<file path="config.mk">
export PLATFORM = sky130hd
export DESIGN_NAME = xor_crypt_pipe_param_flat
export DESIGN_NICKNAME = d
export VERILOG_FILES = /design/src/rtl/xor_crypt_pipe_param_pkg.sv /design/src/rtl/xor_crypt_pipe_param_if.sv /design/src/rtl/xor_crypt_pipe_param_key_sched.sv /design/src/rtl/xor_crypt_pipe_param.sv /design/src/flat_wrapper.sv
export SDC_FILE = /design/constraint.sdc
export NUM_CORES = 1
export LEC_CHECK = 0
export ABC_CLOCK_PERIOD_IN_PS = 3200
export CAP_MARGIN = 20
export CORE_MARGIN = 1
export CORE_UTILIZATION = 42
export CTS_BUF_LIST = sky130_fd_sc_hd__clkbuf_16
export CTS_CLUSTER_SIZE = 40
export DETAILED_ROUTE_END_ITERATION = 7
export GPL_TIMING_DRIVEN = 0
export PLACE_DENSITY = 0.85
export SYNTH_ARGS = -nofsm -noshare
export SYNTH_HDL_FRONTEND = slang
export SYNTH_HIERARCHICAL = 1
export SYNTH_SLANG_ARGS = --single-unit
</file>
<file path="constraint.sdc">
create_clock -name clk -period 3.2 [get_ports clk]
set_input_delay 0.48 -clock clk [delete_from_list [all_inputs] [get_ports clk]]
set_output_delay 0.48 -clock clk [all_outputs]
set_load 0.005 [all_outputs]
</file>
<file path="src/rtl/xor_crypt_pipe_param_pkg.sv">
// crypt_pipe_pkg: shared types, default parameter values and rotate helpers
// for the parametrised XOR crypt pipe.
//   crypt_mode_t : direction of the per-word operation (encrypt / decrypt)
//   DEF_*        : default parameter values used by the pipe and key schedule
//   rotl / rotr  : rotate a word of width w (<= ROT_MAX_W) by s positions
package crypt_pipe_pkg;

    typedef enum logic {
        CRYPT_ENC = 1'b0,
        CRYPT_DEC = 1'b1
    } crypt_mode_t;

    localparam int DEF_DATA_W   = 8;
    localparam int DEF_NUM_KEYS = 3;
    localparam int DEF_CNT_W    = 3;
    localparam int DEF_PERM_ROT = 3;

    // Rotations are computed in a fixed-width container; words up to this
    // width are supported.
    localparam int ROT_MAX_W = 64;

    // Rotate the low w bits of x left by s; bits above w are returned as zero.
    function automatic logic [ROT_MAX_W-1:0] rotl(input logic [ROT_MAX_W-1:0] x,
                                                 input int unsigned w,
                                                 input int unsigned s);
        logic [ROT_MAX_W-1:0] mask;
        logic [ROT_MAX_W-1:0] xm;
        int unsigned          sm;
        mask = (w >= ROT_MAX_W) ? '1 : ((ROT_MAX_W'(1) << w) - ROT_MAX_W'(1));
        xm   = x & mask;
        sm   = s % w;
        if (sm == 0) begin
            return xm;
        end
        return ((xm << sm) | (xm >> (w - sm))) & mask;
    endfunction

    // Rotate right by s == rotate left by (w - s).
    function automatic logic [ROT_MAX_W-1:0] rotr(input logic [ROT_MAX_W-1:0] x,
                                                 input int unsigned w,
                                                 input int unsigned s);
        return rotl(x, w, w - (s % w));
    endfunction

endpackage

</file>
<file path="src/rtl/xor_crypt_pipe_param_if.sv">
// xor_crypt_pipe_param_if: valid/ready stream bus around the crypt pipe.
//   in_valid / in_ready / din    : upstream word handshake
//   out_valid / out_ready / dout : downstream word handshake
//   master : environment side (drives input word, accepts output word)
//   slave  : pipe side
interface xor_crypt_pipe_param_if #(
    parameter int DATA_W = 8
);
    logic              in_valid;
    logic              in_ready;
    logic [DATA_W-1:0] din;
    logic              out_valid;
    logic              out_ready;
    logic [DATA_W-1:0] dout;

    modport master (
        output in_valid, din, out_ready,
        input  in_ready, out_valid, dout
    );

    modport slave (
        input  in_valid, din, out_ready,
        output in_ready, out_valid, dout
    );
endinterface

</file>
<file path="src/rtl/xor_crypt_pipe_param_key_sched.sv">
// xor_key_sched: round-robin key selection for the crypt pipe.
//   clk, rst  : clock, synchronous active-high reset
//   advance   : a word is being accepted this cycle
//   key_sync  : restart the schedule (key 0, count 0) on the next cycle
//   rot_freq  : words per key minus one
//   keys      : packed keys, key i at [i*DATA_W +: DATA_W]
//   cur_key   : key for the word accepted this cycle
module xor_key_sched
    import crypt_pipe_pkg::*;
#(
    parameter int DATA_W   = DEF_DATA_W,
    parameter int NUM_KEYS = DEF_NUM_KEYS,
    parameter int CNT_W    = DEF_CNT_W
) (
    input  logic                       clk,
    input  logic                       rst,
    input  logic                       advance,
    input  logic                       key_sync,
    input  logic [CNT_W-1:0]           rot_freq,
    input  logic [NUM_KEYS*DATA_W-1:0] keys,
    output logic [DATA_W-1:0]          cur_key
);

    localparam int SEL_W = (NUM_KEYS > 1) ? $clog2(NUM_KEYS) : 1;

    logic [CNT_W-1:0] cnt_q, cnt_d;
    logic [SEL_W-1:0] sel_q, sel_d;

    assign cur_key = keys[int'(sel_q)*DATA_W +: DATA_W];

    // cnt is compared for equality only, so a rot_freq lowered below the
    // current count lets cnt run on and wrap before matching again.
    always_comb begin
        cnt_d = cnt_q;
        sel_d = sel_q;
        if (advance) begin
            if (cnt_q == rot_freq) begin
                cnt_d = '0;
                sel_d = (sel_q == SEL_W'(NUM_KEYS - 1)) ? '0 : sel_q + SEL_W'(1);
            end else begin
                cnt_d = cnt_q + CNT_W'(1);
            end
        end
        // Sync overrides an advance in the same cycle; the word already
        // used the pre-sync key via cur_key.
        if (key_sync) begin
            cnt_d = '0;
            sel_d = '0;
        end
    end

    always_ff @(posedge clk) begin
        if (rst) begin
            cnt_q <= '0;
            sel_q <= '0;
        end else begin
            cnt_q <= cnt_d;
            sel_q <= sel_d;
        end
    end

endmodule

</file>
<file path="src/rtl/xor_crypt_pipe_param.sv">
// xor_crypt_pipe_param: single-stage back-pressured XOR crypt pipe.
//   clk, rst : clock, synchronous active-high reset
//   bus      : valid/ready stream (slave side), in_ready = !out_valid || out_ready
//   keys     : NUM_KEYS packed round-robin keys, key 0 in the low bits
//   rot_freq : words per key minus one
//   mode     : 1 = decrypt rotl(din ^ k), 0 = encrypt rotr(din) ^ k
//   key_sync : one-cycle pulse restarting the key schedule
//   word_count (only with CRYPT_WORD_CNT_EN): 32-bit accepted-word counter
module xor_crypt_pipe_param
    import crypt_pipe_pkg::*;
#(
    parameter int DATA_W   = DEF_DATA_W,
    parameter int NUM_KEYS = DEF_NUM_KEYS,
    parameter int CNT_W    = DEF_CNT_W,
    parameter int PERM_ROT = DEF_PERM_ROT
) (
    input  logic                       clk,
    input  logic                       rst,
    xor_crypt_pipe_param_if.slave      bus,
    input  logic [NUM_KEYS*DATA_W-1:0] keys,
    input  logic [CNT_W-1:0]           rot_freq,
    input  logic                       mode,
    input  logic                       key_sync
`ifdef CRYPT_WORD_CNT_EN
    ,
    output logic [31:0]                word_count
`endif
);

    logic              accept;
    logic              xfer;
    logic [DATA_W-1:0] cur_key;
    logic [DATA_W-1:0] result;
    logic              valid_q, valid_d;
    logic [DATA_W-1:0] dout_q, dout_d;

    assign bus.in_ready  = !valid_q || bus.out_ready;
    assign bus.out_valid = valid_q;
    assign bus.dout      = dout_q;
    assign accept        = bus.in_valid && bus.in_ready;
    assign xfer          = valid_q && bus.out_ready;

    xor_key_sched #(
        .DATA_W   (DATA_W),
        .NUM_KEYS (NUM_KEYS),
        .CNT_W    (CNT_W)
    ) u_sched (
        .clk      (clk),
        .rst      (rst),
        .advance  (accept),
        .key_sync (key_sync),
        .rot_freq (rot_freq),
        .keys     (keys),
        .cur_key  (cur_key)
    );

    always_comb begin
        result = '0;
        case (crypt_mode_t'(mode))
            CRYPT_DEC: result = DATA_W'(rotl(ROT_MAX_W'(bus.din ^ cur_key), DATA_W, PERM_ROT));
            default:   result = DATA_W'(rotr(ROT_MAX_W'(bus.din), DATA_W, PERM_ROT)) ^ cur_key;
        endcase
    end

    always_comb begin
        valid_d = valid_q;
        dout_d  = dout_q;
        if (accept) begin
            valid_d = 1'b1;
            dout_d  = result;
        end else if (xfer) begin
            valid_d = 1'b0;
        end
    end

    always_ff @(posedge clk) begin
        if (rst) begin
            valid_q <= 1'b0;
            dout_q  <= '0;
        end else begin
            valid_q <= valid_d;
            dout_q  <= dout_d;
        end
    end

`ifdef CRYPT_WORD_CNT_EN
    logic [31:0] wcnt_q;

    assign word_count = wcnt_q;

    always_ff @(posedge clk) begin
        if (rst) begin
            wcnt_q <= '0;
        end else if (accept) begin
            wcnt_q <= wcnt_q + 32'd1;
        end
    end
`endif

endmodule

</file>
<file path="src/flat_wrapper.sv">
// flat-port wrapper written by rule: the top's interface ports become plain ports
module xor_crypt_pipe_param_flat import crypt_pipe_pkg::*;
#(
    parameter int DATA_W   = DEF_DATA_W,
    parameter int NUM_KEYS = DEF_NUM_KEYS,
    parameter int CNT_W    = DEF_CNT_W,
    parameter int PERM_ROT = DEF_PERM_ROT
)
  (clk, rst, keys, rot_freq, mode, key_sync, bus_in_valid, bus_din, bus_out_ready, bus_in_ready, bus_out_valid, bus_dout);
  xor_crypt_pipe_param_if #(.DATA_W(DATA_W)) bus_i ();
  input  logic clk;
  input  logic rst;
  input  logic [NUM_KEYS*DATA_W-1:0] keys;
  input  logic [CNT_W-1:0] rot_freq;
  input  logic mode;
  input  logic key_sync;
  input wire logic [$bits(bus_i.in_valid)-1:0] bus_in_valid;
  input wire logic [$bits(bus_i.din)-1:0] bus_din;
  input wire logic [$bits(bus_i.out_ready)-1:0] bus_out_ready;
  output wire logic [$bits(bus_i.in_ready)-1:0] bus_in_ready;
  output wire logic [$bits(bus_i.out_valid)-1:0] bus_out_valid;
  output wire logic [$bits(bus_i.dout)-1:0] bus_dout;
  assign bus_i.in_valid = bus_in_valid;
  assign bus_i.din = bus_din;
  assign bus_i.out_ready = bus_out_ready;
  assign bus_in_ready = bus_i.in_ready;
  assign bus_out_valid = bus_i.out_valid;
  assign bus_dout = bus_i.dout;
  xor_crypt_pipe_param #(.DATA_W(DATA_W), .NUM_KEYS(NUM_KEYS), .CNT_W(CNT_W), .PERM_ROT(PERM_ROT)) u_core (.clk(clk), .rst(rst), .bus(bus_i), .keys(keys), .rot_freq(rot_freq), .mode(mode), .key_sync(key_sync));
endmodule
</file>
==> flow_summary.ini <==
[run_status]
status = finished clean

[sta]
max_freq_mhz = 486
fin_tns_setup_ps = 0
slew_headroom_pct = 71.6
finalClockSkew_ps = 0.663
layout_worst_path_cycle_share_pct = 64.3
hold_viol_final = 0
min_period_ps = 2060
rsz0062_at_grt = no
slew_viol_final = 0
fin_ws_ps = 1140
holdWs_ps = 473
tightest_slew_ps = 421
setup_viol_count_final = 0

[critical_path]
r2r_cells = 6
path_delay_family = buffers and inverters
critPathCaptureType = output port
worst_ep_arrival_time_ps = 1580
cp_num_buf_inv = 2
worstPathMaxFanout = 4
path_class = input port to output port
cp_common_cell = clkdlybuf4s50_1
cp.required_ps = 2720
cp-start-kind = input port
r2r_start = u_core/u_sched/sel_q[1]$_SDFFE_PP0P_
timing.rr.end = u_core/bus.dout[2]$_SDFFE_PP0P_
path_cells = clkdlybuf4s50_1, nand2b_4, clkdlybuf4s50_1
slowest_stage = clkdlybuf4s50_1
cpPeakStageDelay_ps = 510
rrSetupSlack_ps = 1550

[layout]
drive_gt1_share_pct = 6.67
final_nets = 208
areaGrowthSynthToFinish_pct = 61.7
final-instance-count-excl-fill = 193
n_antenna_cell = 0
fillers = 188

[logic_synthesis]
synth-edff-count = 0
synthArstFlopShare_pct = 0
postSynthAreaPerCell_um2 = 8.75
ys_ff_latch = 14
synth.most_common_cell = nand2_1
syn_inst = 112
synth.distinct_cells = 25
synth_common_cells = nand2_1 (21), xor2_1 (20), mux2i_1 (19), dfxtp_1 (14)
syn_area_um2 = 980
yosys_most_used_dff = dfxtp_1
synth-warning-count = 6
netlist.area_leader.share_pct = 28.6
ys_seq_area_share_pct = 28.6
yosys-top-cells-area = dfxtp_1 (29%), mux2i_1 (19%), xor2_1 (18%)
yosys.area.top_type = dfxtp_1
synth_nets = 154

[clock_network]
cts_resized = 0
cts_made_buffers = 3
postCtsHoldBufs = 0
root_buffer = clkbuf_16
ctsHtreeMaxLevel = 1
clk_latency_ps = 240
clock_sinks = 14
clock_path_buffers = 2
cts_tree = yes
clkSlewWorstSetupHoldPaths_ps = 40
cts_setup_buffers = 0

[hold_path]
min_to = u_core/bus.dout[3]$_SDFFE_PP0P_
holdPathStages = 2
min_path_type = flop to flop
hp-start = u_core/bus.dout[3]$_SDFFE_PP0P_

[global_route]
grt_max_degree = 14
grt_util_all_layers_pct = 22.8
grt_pass1_vias = 1011
antenna_found_initial = 0
grt_pass1_wl_mm = 4.31
grt-ovfl-total = 0

[floorplan]
core_area_mm2 = 0.00221
die_h_um = 50.3
num_rows = 17
start_util_pct = 44.3
pin_count = 51
die_w_um = 50.3
die-area_mm2 = 0.00253

[route]
dr.pass1.iters = 6
drtIter0Drc = 7
route.vias.total = 984
drc = 0
wl_per_cell_um = 13.6
viasPerCell = 5.10
wl_mm = 2.63
ant_nets = 0

[placement]
dp_cells = 189
pre_cts_ws_ps = 1140
gp_congestion = 0.710
hpwl_mm = 2.14
portBuffers = 49

[power_and_ir_drop]
total_leakage_power_nw = 0.615
max-vdd-ir-drop_mv = 0.379
p_per_area_mw_per_mm2 = 362
p_total_mw = 0.573

[flow_run]
cap_violations = 0
==> state kept, by name (all words and copies together), names as in the netlist <==
| name | cells |
|---|---|
| u_core/bus.dout | 8 |
| u_core/u_sched/sel_q | 2 |
| u_core/u_sched/cnt_q | 3 |
| u_core/bus.out_valid | 1 |
==> per-layer routing <==
layer,share of wire [%],routed length [um],global-route usage (%)
met5,0,0,0
met4,0.65,17,5.56
met3,3.4,89,4.85
met2,59,1560,46.2
met1,37,965,22.8
==> where the power goes <==
group | total [mW] | internal, mW | switching, mW
sequential | 0.192 | 0.186 | 0.00659
clock | 0.234 | 0.165 | 0.0695
combinational | 0.146 | 0.0913 | 0.0549
==> cells in the final DEF, fill, tap and decap left out, types with 2 or more instances in the layout <==
cell type        Yosys  final
clkdlybuf4s50_1      0     49
nand2_1             21     21
xor2_1              20     20
mux2i_1             19     19
dfxtp_1             14     14
o22ai_1              8      8
o21ai_0              8      8
clkbuf_16            0      3
inv_1                2      2
nor4_1               2      2
nor2_1               2      2
==> worst max path at each step <==
| stage | startpoint | slack (ps) | end | cells past startpoint |
|---|---|---|---|---|
| finish | bus_out_ready | 1140 | bus_in_ready | 3 |
| CTS | bus_out_ready | 1140 | bus_in_ready | 3 |
| global route | bus_out_ready | 1120 | bus_in_ready | 3 |
| floorplan | bus_out_ready | 1780 | u_core/u_sched/sel_q[0]$_SDFFE_PP0P_ | 5 |
| detailed placement | bus_out_ready | 1140 | bus_in_ready | 3 |
| global placement | bus_out_ready | 1160 | bus_in_ready | 3 |
==> logic make-up after synthesis <==
group	count (synthesis)	synth area share, %
compound gates	19	11.4
xor+xnor	20	17.9
fa+ha+maj	1	1.28
buf+inv	8	4.34
flops	14	28.6
mux	19	19.4
simple gates	31	17.1
==> area by class of cell <==
cell class                      instances  area [um^2]  share of cell area [%]
Clock inverter                          1         3.75                   0.237
Multi-Input combinational cell         90          657                    41.5
Sequential cell                        14          280                    17.7
Clock buffer                            3         75.1                    4.74
Inverter                                3         11.3                   0.711
Tap cell                               28         35.0                    2.21
Timing Repair Buffer                   49          490                    31.0
Buffer                                  5         31.3                    1.97
==> stage by stage <==
step                utilization [%]  area, um^2
global route                   71.6        1580
CTS                            71.6        1580
floorplan                         -         980
finish                         71.6        1580
global placement               68.0        1510
detailed placement             68.0        1510
==> worst register-to-register path, stage by stage (launching register included) <==
cell and delay [ps]:
dfxtp_1 310, buf_2 290, mux2i_1 110, o21ai_0 360, xor2_1 230, mux2i_1 110
o22ai_1 160
Power figures use the tool's default switching activity.
